==> src/rtl/sync_fifo_wr_arb_if.sv <==
// Bundle of the requester-side handshake and FIFO write/occupancy signals
// shared by the write arbiter and its environment.
// master: producers and FIFO (drive requests, occupancy and full flag)
// slave : the arbiter (drives acks, grants and the FIFO write port)
interface sync_fifo_wr_arb_if #(
  parameter int NUM_REQ = 4,
  parameter int DW      = 16,
  parameter int CNT_W   = 5
) ();
  logic [NUM_REQ-1:0]    req;
  logic [NUM_REQ*DW-1:0] req_data;
  logic [NUM_REQ-1:0]    req_last;
  logic [NUM_REQ-1:0]    ack;
  logic [NUM_REQ-1:0]    grant;
  logic [CNT_W-1:0]      fifo_flag_counter;
  logic                  fifo_full;
  logic                  fifo_wr_en;
  logic [DW-1:0]         fifo_wr_data;

  modport master (
    output req, req_data, req_last, fifo_flag_counter, fifo_full,
    input  ack, grant, fifo_wr_en, fifo_wr_data
  );

  modport slave (
    input  req, req_data, req_last, fifo_flag_counter, fifo_full,
    output ack, grant, fifo_wr_en, fifo_wr_data
  );
endinterface

==> src/rtl/sync_fifo_wr_arb.sv <==
// Round-robin write arbiter sharing one synchronous FIFO between NUM_REQ
// producers. Grants bounded bursts, registers the FIFO write strobe/data and
// tracks free space from the occupancy count plus the write still in flight.
// Optional macro SYNC_FIFO_WR_ARB_WATERMARK_EN: only grant a burst when
// MAX_BURST entries are free, so a granted burst never stalls for space.
//
// state   | meaning
// --------+------------------------------------------------------------
// S_IDLE  | no owner, waiting for any request while enabled
// S_ARB   | one cycle to pick the next owner from rr_ptr (or wait)
// S_BURST | owner holds grant, beats accepted while space allows
module sync_fifo_wr_arb #(
  parameter int NUM_REQ   = 4,
  parameter int DW        = 16,
  parameter int DEPTH     = 16,
  parameter int CNT_W     = 5,
  parameter int MAX_BURST = 4,
  localparam int ID_W     = (NUM_REQ > 1) ? $clog2(NUM_REQ) : 1
) (
  input  logic                   clk,
  input  logic                   rst_n,
  input  logic                   fifo_en,
  sync_fifo_wr_arb_if.slave      bus,
  output logic                   busy,
  output logic [ID_W-1:0]        cur_id
);

  localparam int BCW = $clog2(MAX_BURST + 1);
  localparam logic [CNT_W:0]    L_DEPTH     = (CNT_W+1)'(DEPTH);
  localparam logic [BCW-1:0]    L_LAST_BEAT = BCW'(MAX_BURST - 1);
  localparam logic [ID_W-1:0]   L_LAST_ID   = ID_W'(NUM_REQ - 1);

  typedef enum logic [1:0] {S_IDLE, S_ARB, S_BURST} state_t;

  state_t                r_state;
  logic [NUM_REQ-1:0]    r_grant;
  logic                  r_wr_en;
  logic [DW-1:0]         r_wr_data;
  logic [ID_W-1:0]       r_cur_id;
  logic [ID_W-1:0]       r_rr_ptr;
  logic [BCW-1:0]        r_beat_cnt;

  logic [CNT_W:0]        w_space;
  logic                  w_can_wr;
  logic                  w_arb_ok;
  logic [NUM_REQ-1:0]    w_ack;
  logic                  w_any_ack;
  logic                  w_g_req;
  logic                  w_g_last;
  logic [DW-1:0]         w_g_data;
  logic                  w_found;
  logic [ID_W-1:0]       w_win;
  logic [ID_W-1:0]       w_idx;
  logic [ID_W-1:0]       w_rr_next;

  // Free entries, counting the write registered last cycle that the
  // occupancy count has not seen yet; MSB set means the result went negative.
  assign w_space  = L_DEPTH - {1'b0, bus.fifo_flag_counter} - {{CNT_W{1'b0}}, r_wr_en};
  assign w_can_wr = ~w_space[CNT_W] & (w_space != '0) & ~bus.fifo_full;

`ifdef SYNC_FIFO_WR_ARB_WATERMARK_EN
  localparam logic [CNT_W:0] L_MAX_BURST = (CNT_W+1)'(MAX_BURST);
  assign w_arb_ok = ~w_space[CNT_W] & (w_space >= L_MAX_BURST);
`else
  assign w_arb_ok = 1'b1;
`endif

  assign w_g_req  = |(r_grant & bus.req);
  assign w_g_last = |(r_grant & bus.req_last);

  // Disabling the FIFO kills acceptance in the same cycle.
  assign w_ack     = (r_state == S_BURST && fifo_en) ?
                     (r_grant & bus.req & {NUM_REQ{w_can_wr}}) : '0;
  assign w_any_ack = |w_ack;

  // Data of the current owner, selected by the one-hot grant.
  always_comb begin
    w_g_data = '0;
    for (int i = 0; i < NUM_REQ; i++) begin
      if (r_grant[i]) w_g_data = bus.req_data[i*DW +: DW];
    end
  end

  // First active request scanning upward from rr_ptr with wrap.
  always_comb begin
    w_found = 1'b0;
    w_win   = '0;
    w_idx   = '0;
    for (int i = 0; i < NUM_REQ; i++) begin
      w_idx = (int'(r_rr_ptr) + i >= NUM_REQ) ? ID_W'(int'(r_rr_ptr) + i - NUM_REQ)
                                              : ID_W'(int'(r_rr_ptr) + i);
      if (!w_found && bus.req[w_idx]) begin
        w_found = 1'b1;
        w_win   = w_idx;
      end
    end
  end

  assign w_rr_next = (w_win == L_LAST_ID) ? '0 : w_win + 1'b1;

  // Arbitration/burst FSM with registered grant and FIFO write port.
  always_ff @(posedge clk or negedge rst_n) begin
    if (!rst_n) begin
      r_state    <= S_IDLE;
      r_grant    <= '0;
      r_wr_en    <= 1'b0;
      r_wr_data  <= '0;
      r_cur_id   <= '0;
      r_rr_ptr   <= '0;
      r_beat_cnt <= '0;
    end else if (!fifo_en) begin
      r_state    <= S_IDLE;
      r_grant    <= '0;
      r_wr_en    <= 1'b0;
      r_beat_cnt <= '0;
    end else begin
      r_wr_en <= w_any_ack;
      if (w_any_ack) r_wr_data <= w_g_data;
      case (r_state)
        S_IDLE: begin
          if (|bus.req) r_state <= S_ARB;
        end
        S_ARB: begin
          if (!w_found) begin
            r_state <= S_IDLE;
          end else if (w_arb_ok) begin
            r_grant    <= NUM_REQ'(1) << w_win;
            r_cur_id   <= w_win;
            r_rr_ptr   <= w_rr_next;
            r_beat_cnt <= '0;
            r_state    <= S_BURST;
          end
        end
        S_BURST: begin
          if (w_any_ack) begin
            r_beat_cnt <= r_beat_cnt + BCW'(1);
            if (w_g_last || r_beat_cnt == L_LAST_BEAT) begin
              r_grant <= '0;
              r_state <= S_ARB;
            end
          end else if (!w_g_req) begin
            // Owner withdrew; a stall for space alone keeps the grant.
            r_grant <= '0;
            r_state <= S_ARB;
          end
        end
        default: r_state <= S_IDLE;
      endcase
    end
  end

  assign bus.ack          = w_ack;
  assign bus.grant        = r_grant;
  assign bus.fifo_wr_en   = r_wr_en;
  assign bus.fifo_wr_data = r_wr_data;
  assign busy             = (r_state != S_IDLE);
  assign cur_id           = r_cur_id;

endmodule

==> src/flat_wrapper.sv <==
// flat-port wrapper written by rule: the top's interface ports become plain ports
module sync_fifo_wr_arb_flat 
#(
  parameter int NUM_REQ   = 4,
  parameter int DW        = 16,
  parameter int DEPTH     = 16,
  parameter int CNT_W     = 5,
  parameter int MAX_BURST = 4,
  localparam int ID_W     = (NUM_REQ > 1) ? $clog2(NUM_REQ) : 1
)
  (clk, rst_n, fifo_en, busy, cur_id, bus_req, bus_req_data, bus_req_last, bus_fifo_flag_counter, bus_fifo_full, bus_ack, bus_grant, bus_fifo_wr_en, bus_fifo_wr_data);
  sync_fifo_wr_arb_if #(.NUM_REQ(NUM_REQ), .DW(DW), .CNT_W(CNT_W)) bus_i ();
  input  logic clk;
  input  logic rst_n;
  input  logic fifo_en;
  output logic busy;
  output logic [ID_W-1:0] cur_id;
  input wire logic [$bits(bus_i.req)-1:0] bus_req;
  input wire logic [$bits(bus_i.req_data)-1:0] bus_req_data;
  input wire logic [$bits(bus_i.req_last)-1:0] bus_req_last;
  input wire logic [$bits(bus_i.fifo_flag_counter)-1:0] bus_fifo_flag_counter;
  input wire logic [$bits(bus_i.fifo_full)-1:0] bus_fifo_full;
  output wire logic [$bits(bus_i.ack)-1:0] bus_ack;
  output wire logic [$bits(bus_i.grant)-1:0] bus_grant;
  output wire logic [$bits(bus_i.fifo_wr_en)-1:0] bus_fifo_wr_en;
  output wire logic [$bits(bus_i.fifo_wr_data)-1:0] bus_fifo_wr_data;
  assign bus_i.req = bus_req;
  assign bus_i.req_data = bus_req_data;
  assign bus_i.req_last = bus_req_last;
  assign bus_i.fifo_flag_counter = bus_fifo_flag_counter;
  assign bus_i.fifo_full = bus_fifo_full;
  assign bus_ack = bus_i.ack;
  assign bus_grant = bus_i.grant;
  assign bus_fifo_wr_en = bus_i.fifo_wr_en;
  assign bus_fifo_wr_data = bus_i.fifo_wr_data;
  sync_fifo_wr_arb #(.NUM_REQ(NUM_REQ), .DW(DW), .DEPTH(DEPTH), .CNT_W(CNT_W), .MAX_BURST(MAX_BURST)) u_core (.clk(clk), .rst_n(rst_n), .fifo_en(fifo_en), .bus(bus_i), .busy(busy), .cur_id(cur_id));
endmodule
==> config.mk <==
export PLATFORM = sky130hd
export DESIGN_NAME = sync_fifo_wr_arb_flat
export DESIGN_NICKNAME = d
export VERILOG_FILES = /design/src/rtl/sync_fifo_wr_arb_if.sv /design/src/rtl/sync_fifo_wr_arb.sv /design/src/flat_wrapper.sv
export SDC_FILE = /design/constraint.sdc
export NUM_CORES = 1
export LEC_CHECK = 0
export BUFFER_PORTS_ARGS = -buffer_cell sky130_fd_sc_hd__buf_2
export CORE_ASPECT_RATIO = 1.2
export CORE_MARGIN = 5
export CORE_UTILIZATION = 48
export CTS_BUF_LIST = sky130_fd_sc_hd__clkbuf_2 sky130_fd_sc_hd__clkbuf_4 sky130_fd_sc_hd__clkbuf_8
export DETAILED_ROUTE_END_ITERATION = 8
export PLACE_DENSITY = 0.88
export SYNTH_ARGS = -nofsm -noshare
export SYNTH_HDL_FRONTEND = slang
export SYNTH_SLANG_ARGS = --single-unit
==> constraint.sdc <==
create_clock -name clk -period 3.6 [get_ports clk]
set_clock_uncertainty 0.05 [all_clocks]
set_input_delay 0.72 -clock clk [delete_from_list [all_inputs] [get_ports clk]]
set_output_delay 0.72 -clock clk [all_outputs]
set_load 0.05 [all_outputs]
==> summary.md <==
| Metric | Value |
|---|---|
| #FFs+latches synth | `30` |
| Initial drt markers | `just under 90` |
| CTS buffer count | `5` |
| Peak supply drop | `0.000299 V` |
| Core Area | `0.00449 mm²` |
| Worst-Skew Late Latency | `around 0.27 ns` |
| Die height | `84.0 µm` |
| Global-route usage over all layers | `a little over a fifth` |
| DRT antenna net count | `0` |
| CTS tree | `built` |
| Initial antenna violation count | `0` |
| Dominant synthesized flop cell | `dfrtp_1` |
| Largest net degree at the start of global routing | `37` |
| Clock Sinks | `30` |
| Vias per inst | `~5.7` |
| Clock input transition at the sequential cells of the worst setup and hold paths | `around 0.06 ns` |
| Total gr overflow | `0` |
| Synth cell types | `38` |
| Pins Over Slew Limit | `0` |
| Crit path kind | `input port to output pin` |
| Synth top area share | `between 30 and 40%` |
| Setup_tns | `0 ns` |
| Layout area overhead | `30.7%` |
| Layout fillers | `around 390` |
| Setup crit start | `bus_fifo_flag_counter[0]` |
| Cts repair resizes | `0` |
| First-pass GRT wire length | `10100 µm` |
| Syn_nets | `327` |
| Ant. Diodes | `0` |
| Detailed placement HPWL | `between 4000 and 5000 µm` |
| Final Non-Filler Cells | `approximately 400` |
| Area of the multi-input gates | `between 0.001 and 0.0015 mm²` |
| H-tree lvl count | `2` |
| Clock root buffer | `clkbuf_8` |
| Worst setup EP type | `output pin` |
| Commonest cells after routing, fill and taps aside | `108 x buf_2, 31 x nand2_1, 30 x dfrtp_1, 17 x nor2b_1` |
| Most common cell after layout, fill and taps aside | `buf_2` |
| Post-Place Cells | `between 300 and 400` |
| Crit Reg-Reg Startpoint | `u_core.bus.fifo_wr_en$_DFF_PN0_` |
| Initial cell density of the core | `roughly half` |
| Warnings, synthesis | `0` |
| Nets | `approximately 430` |
| Leak Pwr | `roughly 1.5 nW` |
| Post-synthesis sequential area ratio | `between 30% and 40%` |
| Sequential Area | `between 700 and 800 µm²` |
| Tcrit/Tclk final | `96.7%` |
| Total Routed Length | `between 6000 and 7000 µm` |
| Fin Hold WS | `approximately 0.43 ns` |
| Site Rows | `27` |
| Syn_area_per_cell | `between 9 and 10 µm²` |
| Minimum clock period | `~3.5 ns` |
| Vias | `roughly 2200` |
| Min-delay worst type | `input port to asynchronous set/reset pin` |
| CP Max Fanout | `5` |
| Synth area leaders | `dfrtp_1 34%, mux2_4 11%, ha_1 7.4%` |
| Drt wl/cell | `15.9 µm` |
| Startpoint Class | `input port` |
| Run status | `complete, no violations` |
| IO buf count | `roughly 110` |
| Fraction of layout cells with a size suffix above 1 | `about two fifths` |
| CP Data Required Time | `between 2 and 3 ns` |
| # Max-Cap Violations | `0` |
| Critical Path AT | `~2.7 ns` |
| Setup Viol. Count Final | `0` |
| Tot Pwr | `roughly 1.1 mW` |
| Clk buf depth | `2` |
| Hold Violations, Final | `0` |
| Vias in the first global route | `approximately 2200` |
| Synthesized area | `between 0.002 and 0.0025 mm²` |
| Top cell type by total area after synthesis | `dfrtp_1` |
| Power density over the cells | `approximately 370 mW/mm²` |
| Post-Syn Instances | `around 230` |
| Post-CTS setup buffer count | `0` |
| Final GP Congestion | `0.868` |
| DRC | `0` |
| Ports | `around 110` |
| Unrepaired setup endpoints after global routing | `no` |
| F_max | `roughly 290 MHz` |
| Worst-Margin Slew | `approximately 1.1 ns` |
| Relative slew margins | `roughly 28%` |
| Die area | `between 0.006 and 0.007 mm²` |
| Hold-fix buffers at CTS | `0` |
| Share of flip-flops with an asynchronous set or reset | `between 90% and 100%` |
| Die Wd | `~72 µm` |
| First drt pass iteration count | `4` |
| Post-synth EDFFs | `0` |
-- path summary, 6_finish.rpt --
check                                                     endpoint  slack, ns  depth (start not counted)
setup / recovery                                        bus_ack[3]       0.12                          9
hold / removal                      u_core.r_rr_ptr[0]$_DFFE_PN0P_       0.43                          1
setup reg to reg           u_core.bus.fifo_wr_data[11]$_DFFE_PN0P_       0.98                          9
hold reg to reg                   u_core.r_beat_cnt[0]$_DFFE_PN0P_       0.45                          1
max in group asynchronous          u_core.bus.grant[3]$_DFFE_PN0P_       2.63                          1
min in group clk                  u_core.r_beat_cnt[0]$_DFFE_PN0P_       0.45                          1
-- cell usage after synthesis, types with 2 or more instances --
library cell   n
a21oi_1        7
a221oi_1      15
a31oi_1        2
and4_1         2
buf_6          2
clkbuf_1      12
dfrtp_1       30
ha_1          13
inv_1         14
mux2_4        16
nand2_1       31
nand2b_1       2
nand3_1        6
nand4_1        5
nor2_1         6
nor2b_1       17
nor3_1         2
o211ai_1       8
o21ai_0        8
o31ai_1       16
xor2_1         2
-- stage by stage --
stage,worst slack (ns),cell area (µm²),utilization [%]
after floorplan,0.0335,2190,-
after global placement,0.277,2780,61.9
after detailed placement,0.169,2780,61.9
after CTS,0.163,2870,63.8
after global routing,0.0522,2870,63.8
final,0.119,2870,63.8
-- kinds of logic after synthesis --
logic type / count (synthesis) / share of synthesized area, %
buf+inv: 29 / 5.71
xor+xnor: 2 / 0.799
compound gates: 64 / 22.1
flops: 30 / 34.2
mux: 17 / 11.4
simple gates: 78 / 18.3
fa+ha+maj: 13 / 7.42
-- worst max-delay path, cell delays in order --
cell and delay (ns):
buf_2 0.09, inv_1 0.04, ha_1 0.19, ha_1 0.20
a211oi_1 0.34, xor2_1 0.18, a2111o_1 0.53, nor2_1 0.15
buf_2 0.28
-- per-layer routing --
metal / share of wire [%] / GRT usage (%)
met1: 40 / 24.6
met2: 51 / 35.8
met3: 7.6 / 4.94
met4: 1.8 / 8.72
met5: 0 / 0
-- sequential cells by signal (all words and copies together), names as in the netlist --
name and cells:
u_core.bus.fifo_wr_en 1, u_core.cur_id 2, u_core.r_state 2, u_core.bus.fifo_wr_data 16
u_core.r_beat_cnt 3, u_core.r_rr_ptr 2, u_core.bus.grant 4
-- power by group --
| group | switching (mW) | total (mW) | internal, mW |
|---|---|---|---|
| Combinational | 0.240 | 0.386 | 0.146 |
| Clock | 0.119 | 0.266 | 0.147 |
| Sequential | 0.0401 | 0.408 | 0.368 |
-- final cells by class --
class | instances | area share [%]
tap | 58 | 2.53
inverter | 14 | 1.83
timing repair buffer | 113 | 20.6
clock buffer | 6 | 2.88
multi-input combinational | 174 | 45.9
sequential | 30 | 26.2
(Power assumes the default switching activity.)
